`config.mk`:
```
export PLATFORM = sky130hd
export DESIGN_NAME = tank_icon_overlay
export DESIGN_NICKNAME = d
export VERILOG_FILES = /design/src/rtl/tank_icon_overlay_pkg.sv /design/src/rtl/sprite_addr_gen.sv /design/src/rtl/tank_icon_overlay.sv
export SDC_FILE = /design/constraint.sdc
export NUM_CORES = 1
export LEC_CHECK = 0
export ABC_AREA = 1
export CAP_MARGIN = 25
export CORE_MARGIN = 2
export CORE_UTILIZATION = 30
export CTS_CLUSTER_SIZE = 30
export DETAILED_ROUTE_END_ITERATION = 12
export PLACE_DENSITY = 0.51
export SYNTH_ARGS = -nofsm -noshare
export SYNTH_HDL_FRONTEND = slang
export SYNTH_SLANG_ARGS = --single-unit
```
`constraint.sdc`:
```
create_clock -name pClk -period 1.94 [get_ports pClk]
set_clock_uncertainty 0.05 [all_clocks]
set_input_delay 0.194 -clock pClk [delete_from_list [all_inputs] [get_ports pClk]]
set_output_delay 0.194 -clock pClk [all_outputs]
set_load 0.005 [all_outputs]
```
`src/rtl/tank_icon_overlay_pkg.sv`:
```
// Shared constants and types for the tank icon overlay (optional bullet box: BULLET_OVERLAY_EN).
package tank_icon_overlay_pkg;

  localparam int          SPRITE_SIZE  = 16;
  localparam int          BULLET_SIZE  = 4;
  localparam logic [11:0] KEY          = 12'hF0F;
  localparam logic [11:0] BULLET_COLOR = 12'hFF0;
  localparam logic [4:0]  BLINK_FRAMES = 5'd31;

  typedef enum logic [1:0] {
    DIR_UP    = 2'd0,
    DIR_RIGHT = 2'd1,
    DIR_DOWN  = 2'd2,
    DIR_LEFT  = 2'd3
  } tankDir_t;

  typedef enum logic {
    IDLE  = 1'b0,
    BLINK = 1'b1
  } blinkState_t;

endpackage

```
`src/rtl/sprite_addr_gen.sv`:
```
// Combinational sprite window test and rotated icon-ROM address for the current scan position.
module sprite_addr_gen
  import tank_icon_overlay_pkg::*;
(
  input  logic [9:0] pixelColumn,
  input  logic [9:0] pixelRow,
  input  logic [9:0] tankX,
  input  logic [9:0] tankY,
  input  tankDir_t   tankDir,
  output logic       inBox,
  output logic [7:0] romAddr
);

  logic [10:0] dx;
  logic [10:0] dy;
  logic [3:0]  lx;
  logic [3:0]  ly;

  // 11-bit unsigned difference: positions left/above the sprite wrap to large values, so no wrap-around drawing
  assign dx    = {1'b0, pixelColumn} - {1'b0, tankX};
  assign dy    = {1'b0, pixelRow} - {1'b0, tankY};
  assign lx    = dx[3:0];
  assign ly    = dy[3:0];
  assign inBox = (dx < 11'(SPRITE_SIZE)) && (dy < 11'(SPRITE_SIZE));

  always_comb begin
    romAddr = {ly, lx};
    case (tankDir)
      DIR_UP:    romAddr = {ly, lx};
      DIR_RIGHT: romAddr = {lx, 4'd15 - ly};
      DIR_DOWN:  romAddr = {4'd15 - ly, 4'd15 - lx};
      DIR_LEFT:  romAddr = {4'd15 - lx, ly};
      default:   romAddr = {ly, lx};
    endcase
  end

endmodule

```
`src/rtl/tank_icon_overlay.sv`:
```
// Composites a rotated, hit-blinking 16x16 tank icon over the world pixel stream; 3-cycle latency, never stalls.
// BULLET_OVERLAY_EN adds a 4x4 bullet box drawn above the tank.
module tank_icon_overlay
  import tank_icon_overlay_pkg::*;
(
  input  logic        pClk,
  input  logic        pReset_n,
  input  logic [9:0]  pPixel_row,
  input  logic [9:0]  pPixel_column,
  input  logic        pVideo_on_in,
  input  logic        pFrame_start,
  input  logic [11:0] pWorld,
  input  logic [9:0]  pTank_x,
  input  logic [9:0]  pTank_y,
  input  logic [1:0]  pTank_dir,
  input  logic        pHit,
`ifdef BULLET_OVERLAY_EN
  input  logic [9:0]  pBullet_x,
  input  logic [9:0]  pBullet_y,
  input  logic        pBullet_active,
`endif
  output logic [7:0]  pRom_addr,
  input  logic [11:0] pRom_data,
  output logic [11:0] pIcon,
  output logic        pVideo_on_out
);

  logic [9:0]  xLat;
  logic [9:0]  yLat;
  tankDir_t    dirLat;
  logic        inBox0;
  logic [7:0]  addr0;
  logic        inBox1, inBox2;
  logic        video1, video2;
  logic [11:0] world1, world2;
  logic [11:0] iconNext;

  blinkState_t state, stateNext;
  logic [4:0]  frameCnt, frameCntNext;
  logic        blank, blankNext;

  sprite_addr_gen uAddrGen (
    .pixelColumn (pPixel_column),
    .pixelRow    (pPixel_row),
    .tankX       (xLat),
    .tankY       (yLat),
    .tankDir     (dirLat),
    .inBox       (inBox0),
    .romAddr     (addr0)
  );

`ifdef BULLET_OVERLAY_EN
  logic [9:0]  bulXLat, bulYLat;
  logic        bulActLat;
  logic [10:0] bulDx, bulDy;
  logic        bulHit0, bulHit1, bulHit2;

  assign bulDx   = {1'b0, pPixel_column} - {1'b0, bulXLat};
  assign bulDy   = {1'b0, pPixel_row} - {1'b0, bulYLat};
  assign bulHit0 = bulActLat && (bulDx < 11'(BULLET_SIZE)) && (bulDy < 11'(BULLET_SIZE));

  always_ff @(posedge pClk or negedge pReset_n) begin
    if (!pReset_n) begin
      bulXLat   <= '0;
      bulYLat   <= '0;
      bulActLat <= 1'b0;
      bulHit1   <= 1'b0;
      bulHit2   <= 1'b0;
    end else begin
      if (pFrame_start) begin
        bulXLat   <= pBullet_x;
        bulYLat   <= pBullet_y;
        bulActLat <= pBullet_active;
      end
      bulHit1 <= bulHit0;
      bulHit2 <= bulHit1;
    end
  end
`endif

  // Stage 1 issues the ROM address; stage 2 waits out the ROM read; the output stage composites.
  always_ff @(posedge pClk or negedge pReset_n) begin
    if (!pReset_n) begin
      xLat          <= '0;
      yLat          <= '0;
      dirLat        <= DIR_UP;
      pRom_addr     <= '0;
      inBox1        <= 1'b0;
      inBox2        <= 1'b0;
      video1        <= 1'b0;
      video2        <= 1'b0;
      world1        <= '0;
      world2        <= '0;
      pIcon         <= '0;
      pVideo_on_out <= 1'b0;
    end else begin
      if (pFrame_start) begin
        xLat   <= pTank_x;
        yLat   <= pTank_y;
        dirLat <= tankDir_t'(pTank_dir);
      end
      pRom_addr     <= addr0;
      inBox1        <= inBox0;
      inBox2        <= inBox1;
      video1        <= pVideo_on_in;
      video2        <= video1;
      world1        <= pWorld;
      world2        <= world1;
      pIcon         <= iconNext;
      pVideo_on_out <= video2;
    end
  end

  // The bullet ignores the hit blink so it stays visible while the tank flashes.
  always_comb begin
    iconNext = world2;
    if (!video2) begin
      iconNext = 12'h000;
`ifdef BULLET_OVERLAY_EN
    end else if (bulHit2) begin
      iconNext = BULLET_COLOR;
`endif
    end else if (inBox2 && !blank && (pRom_data != KEY)) begin
      iconNext = pRom_data;
    end
  end

  always_ff @(posedge pClk or negedge pReset_n) begin
    if (!pReset_n) begin
      state    <= IDLE;
      frameCnt <= '0;
      blank    <= 1'b0;
    end else begin
      state    <= stateNext;
      frameCnt <= frameCntNext;
      blank    <= blankNext;
    end
  end

  // A hit always reloads the count, taking precedence over the frame-start decrement.
  always_comb begin
    stateNext    = state;
    frameCntNext = frameCnt;
    blankNext    = blank;
    case (state)
      IDLE: begin
        if (pHit) begin
          stateNext    = BLINK;
          frameCntNext = BLINK_FRAMES;
        end
      end
      BLINK: begin
        if (pHit) begin
          frameCntNext = BLINK_FRAMES;
        end else if (pFrame_start) begin
          if (frameCnt == 5'd0) begin
            stateNext = IDLE;
          end else begin
            frameCntNext = frameCnt - 5'd1;
          end
        end
      end
      default: stateNext = IDLE;
    endcase
    if (pFrame_start) begin
      blankNext = (stateNext == BLINK) && frameCntNext[2];
    end
  end

endmodule

```
==> run_results.csv, run 1 <==
group,metric,value,unit
run_status,outcome,"complete, no violations",
setup_path,timing_worst_setup_path_type,"flip-flop to flip-flop",
place,post-place-cells,787,
setup_path,r2r_end,"inBox1$_DFF_PN0_",
setup_path,timing.critical_path.slowest_cell_delay,0.40,ns
floorplanning,core,13200,um2
finish,reg_area,1950,um2
sta,setup-violations-final,0,
floorplanning,die_width,120,um
route,routedWlPerCell,11.3,um
route,final_wirelength,9130,um
finish,drive_above_1_share,0.113,
finish,antenna-diode-count,0,
setup_path,worst_setup_path_start_kind,"flip-flop",
power_and_ir_drop,power.static_leakage,2.85,nW
clocking,clkSlewWorstSetupHoldPaths,0.06,ns
floorplanning,initial_utilization,0.307,
worst_hold_path,worstHoldEndpoint,"world1[6]$_DFF_PN0_",
clocking,cts_max_path_buffers,2,
sta,timing_max_transition_violations_final,0,
floorplanning,die_height,120,um
floorplanning,fp.dieArea,14500,um2
sta,fmax,536,MHz
clocking,cts_tree,"built",
route,detailedRoute.firstIterationViolations,172,
setup_path,cpMaxStageDelayCell,"dfrtp_1",
logic_synthesis,seq_area_frac_synth,0.481,
finish,final-instance-count-excl-fill,806,
setup_path,worst_ep_required_time,2.15,ns
logic_synthesis,synth.largest_area_cell,"dfrtp_1",
global_route,grt_antenna_before_repair,0,
setup_path,setup.reg_to_reg.worst_slack,0.07,ns
sta,timing.max_slew.rel_slack,0.745,
global_route,first_global_vias,3301,
logic_synthesis,syn-num-nets,601,
clocking,cts_inserted_buffers,9,
finish,nNetsFinal,719,
finish,fin_util,0.430,
logic_synthesis,syn-instance-count,507,
job,max_cap_viol_count,0,
power_and_ir_drop,power_density,836,nW/um2
logic_synthesis,synthFlopType,"dfrtp_1",
route,drt.antenna.violating_nets,0,
logic_synthesis,post_synth_num_cell_types,31,
sta,slew_worst_pin,0.382,ns
global_route,grt_use_total,0.135,
finish,synthToLayoutAreaGrowth,40.2,%
sta,fin_setup_tns,0,ns
setup_path,worst_reg2reg_startpoint,"yLat[0]$_DFFE_PN0P_",
sta,rsz0062_at_grt,"yes",
logic_synthesis,netlist_top_cells_area,"dfrtp_1, nand2_1, inv_1",
route,first_pass_iters,4,
logic_synthesis,synth_seq_cells,78,
global_route,global_route_wire_length_before_repair,15300,um
global_route,grt.overflow.total,0,
logic_synthesis,ranking_of_synthesized_cells_by_instance_count,"nand2_1, inv_1, dfrtp_1",
sta,final-hold-violation-count,0,
clocking,cts_htree_levels,3,
clocking,cts_num_sinks,78,
place,post-dp-hpwl,7110,um
finish,multiInputGateArea,1740,um2
logic_synthesis,async_reset_ff_frac,1.00,
clocking,later_pin_clock_latency_in_the_skew_report,0.34,ns
logic_synthesis,avgSynthCellArea,8.01,um2
sta,fin_crit_sh,0.961,
worst_hold_path,hold_start,"pWorld[6]",
floorplanning,std_cell_rows,42,
route,post-route-drc-count,0,
worst_hold_path,hold-path-cell-count,1,
setup_path,reg2reg_depth,13,
global_route,maximum_number_of_pins_on_one_net_before_global_route_repair,52,
route,num_vias,3402,
power_and_ir_drop,vdd_drop_max,0.000360,V
place,place_congestion,0.838,
floorplanning,number_of_top_level_design_ports,92,
logic_synthesis,synth_enable_flop_cells,0,
logic_synthesis,synth.most_common_cell,"nand2_1",
clocking,cts.root.buffer_cell,"clkbuf_16",
worst_hold_path,hold_class,"input port to flip-flop",
place,numPortBuffers,91,
sta,period_minus_slack,1.87,ns
finish,final.fill_count,1349,
setup_path,critical_path.max_fanout,3,
logic_synthesis,synth_cell_area,4060,um2
logic_synthesis,synthesis.yosys.warnings,0,
setup_path,critical_path_sink_type,"flip-flop",
setup_path,cp_common_cell,"nand2_1",
route,via_per_inst,4.22,
setup_path,cell_by_cell_trace_of_the_critical_path,"ha_2 -> fa_2 -> inv_2 -> nand2_2 -> nand2_2 -> nand2_1 -> nand2_1 -> nand2_1 -> nor2_1 -> nand2_1 -> nor2_2 -> nand3_2 -> nor3_2",
logic_synthesis,synth_largest_type_area_fraction,0.481,
setup_path,worst_endpoint_data_arrival_time,2.08,ns
[stage by stage]
stage,total power (W),hold slack (ns),instance area (um2),setup slack [ns]
2_1_floorplan,0.00246,-0.152,4060,0.106
5_1_grt,0.00508,0.230,5690,-0.103
4_1_cts,0.00483,0.228,5670,0.0257
3_3_place_gp,0.00301,0.0974,5340,-0.285
6_report,0.00476,0.240,5690,0.0749
3_5_place_dp,0.00301,0.0951,5340,-0.313
[power breakdown]
group          internal (W)  switching (W)
Sequential          0.00177      0.0000544
Combinational      0.000585       0.000574
Clock               0.00110       0.000674
[per-layer routing]
layer / part of all wire / GRT usage / wire, um / vias up
met2: 0.46 / 0.224 / 4220 / 85
met1: 0.47 / 0.170 / 4250 / 1505
met5: 0 / 0 / 0 / -
met4: 0.021 / 0.0581 / 194 / 0
li1: - / - / - / 1798
met3: 0.050 / 0.0302 / 455 / 14
[worst max-delay path: cells and delay by family (launching register included)]
kind	cells	cell delay (ns)
DFF	1	0.40
adders and majority gates	2	0.56
and+or+nand+nor	10	0.68
buffers and inverters	1	0.07
[flip-flops by register name (all words and copies together) (netlist names)]
signal	count
blank	1
inBox2	1
state	1
xLat	10
frameCnt	5
pIcon	12
world2	12
inBox1	1
pRom_addr	8
yLat	10
pVideo_on_out	1
video1	1
dirLat	2
world1	12
video2	1
[final cells by class]
| class | instances | area share |
|---|---|---|
| clock buffers | 12 | 0.0468 |
| clock inverters | 4 | 0.00945 |
| inverters | 87 | 0.0574 |
| multi-input cells | 331 | 0.305 |
| flip-flops and latches | 78 | 0.343 |
| well taps | 176 | 0.0387 |
| repair buffers | 118 | 0.200 |
[cell families after synthesis]
logic type | Yosys count | synth area share
AOI/OAI and AO/OA | 53 | 0.0665
xor gates and xnor gates | 11 | 0.0237
adders and majority gates | 23 | 0.0746
buffers and inverters | 98 | 0.0949
DFF | 78 | 0.481
muxes | 3 | 0.00801
and+or+nand+nor | 241 | 0.252
[repair_timing]
| action | 4_1_cts | 5_1_grt |
|---|---|---|
| hold endpoints to repair | 27 | 0 |
| gates resized for setup | 2 | 5 |
| setup endpoints to repair | 1 | 1 |
| setup buffers | 0 | 2 |
| pin swaps | 0 | 2 |
| hold buffers | 1 | 0 |
[cell usage in the layout, fill, tap and decap left out, drive strengths merged, types with 5 or more instances in the layout]
| cell | Yosys | routed |
|---|---|---|
| nand4 | 5 | 5 |
| nand2 | 144 | 144 |
| inv | 87 | 87 |
| dfrtp | 78 | 78 |
| buf | 5 | 27 |
| nor2 | 56 | 56 |
| xor2 | 11 | 11 |
| ha | 21 | 21 |
| clkdlybuf4s50 | 0 | 90 |
| a21oi | 11 | 11 |
| o21ai | 40 | 40 |
| nand3 | 28 | 28 |
| clkbuf | 6 | 12 |
[worst max-delay path by stage]
stage               slack [ns]                start  cells past startpoint          endpoint
global route             -0.10  yLat[0]$_DFFE_PN0P_                     13  inBox1$_DFF_PN0_
global placement         -0.28        pPixel_row[0]                     15  inBox1$_DFF_PN0_
floorplan                 0.11  yLat[0]$_DFFE_PN0P_                     13  inBox1$_DFF_PN0_
finish                    0.07  yLat[0]$_DFFE_PN0P_                     13  inBox1$_DFF_PN0_
CTS                       0.03  yLat[0]$_DFFE_PN0P_                     13  inBox1$_DFF_PN0_
detailed placement       -0.31        pPixel_row[0]                     15  inBox1$_DFF_PN0_
No activity file was read; power rests on OpenSTA's default activity.
==> run 2: changes to the inputs <==
Settings changed: HOLD_SLACK_MARGIN from default to 0.02.
==> results of run 2 <==
No change in the layout: final DEF, timing and power equal those of run 1.
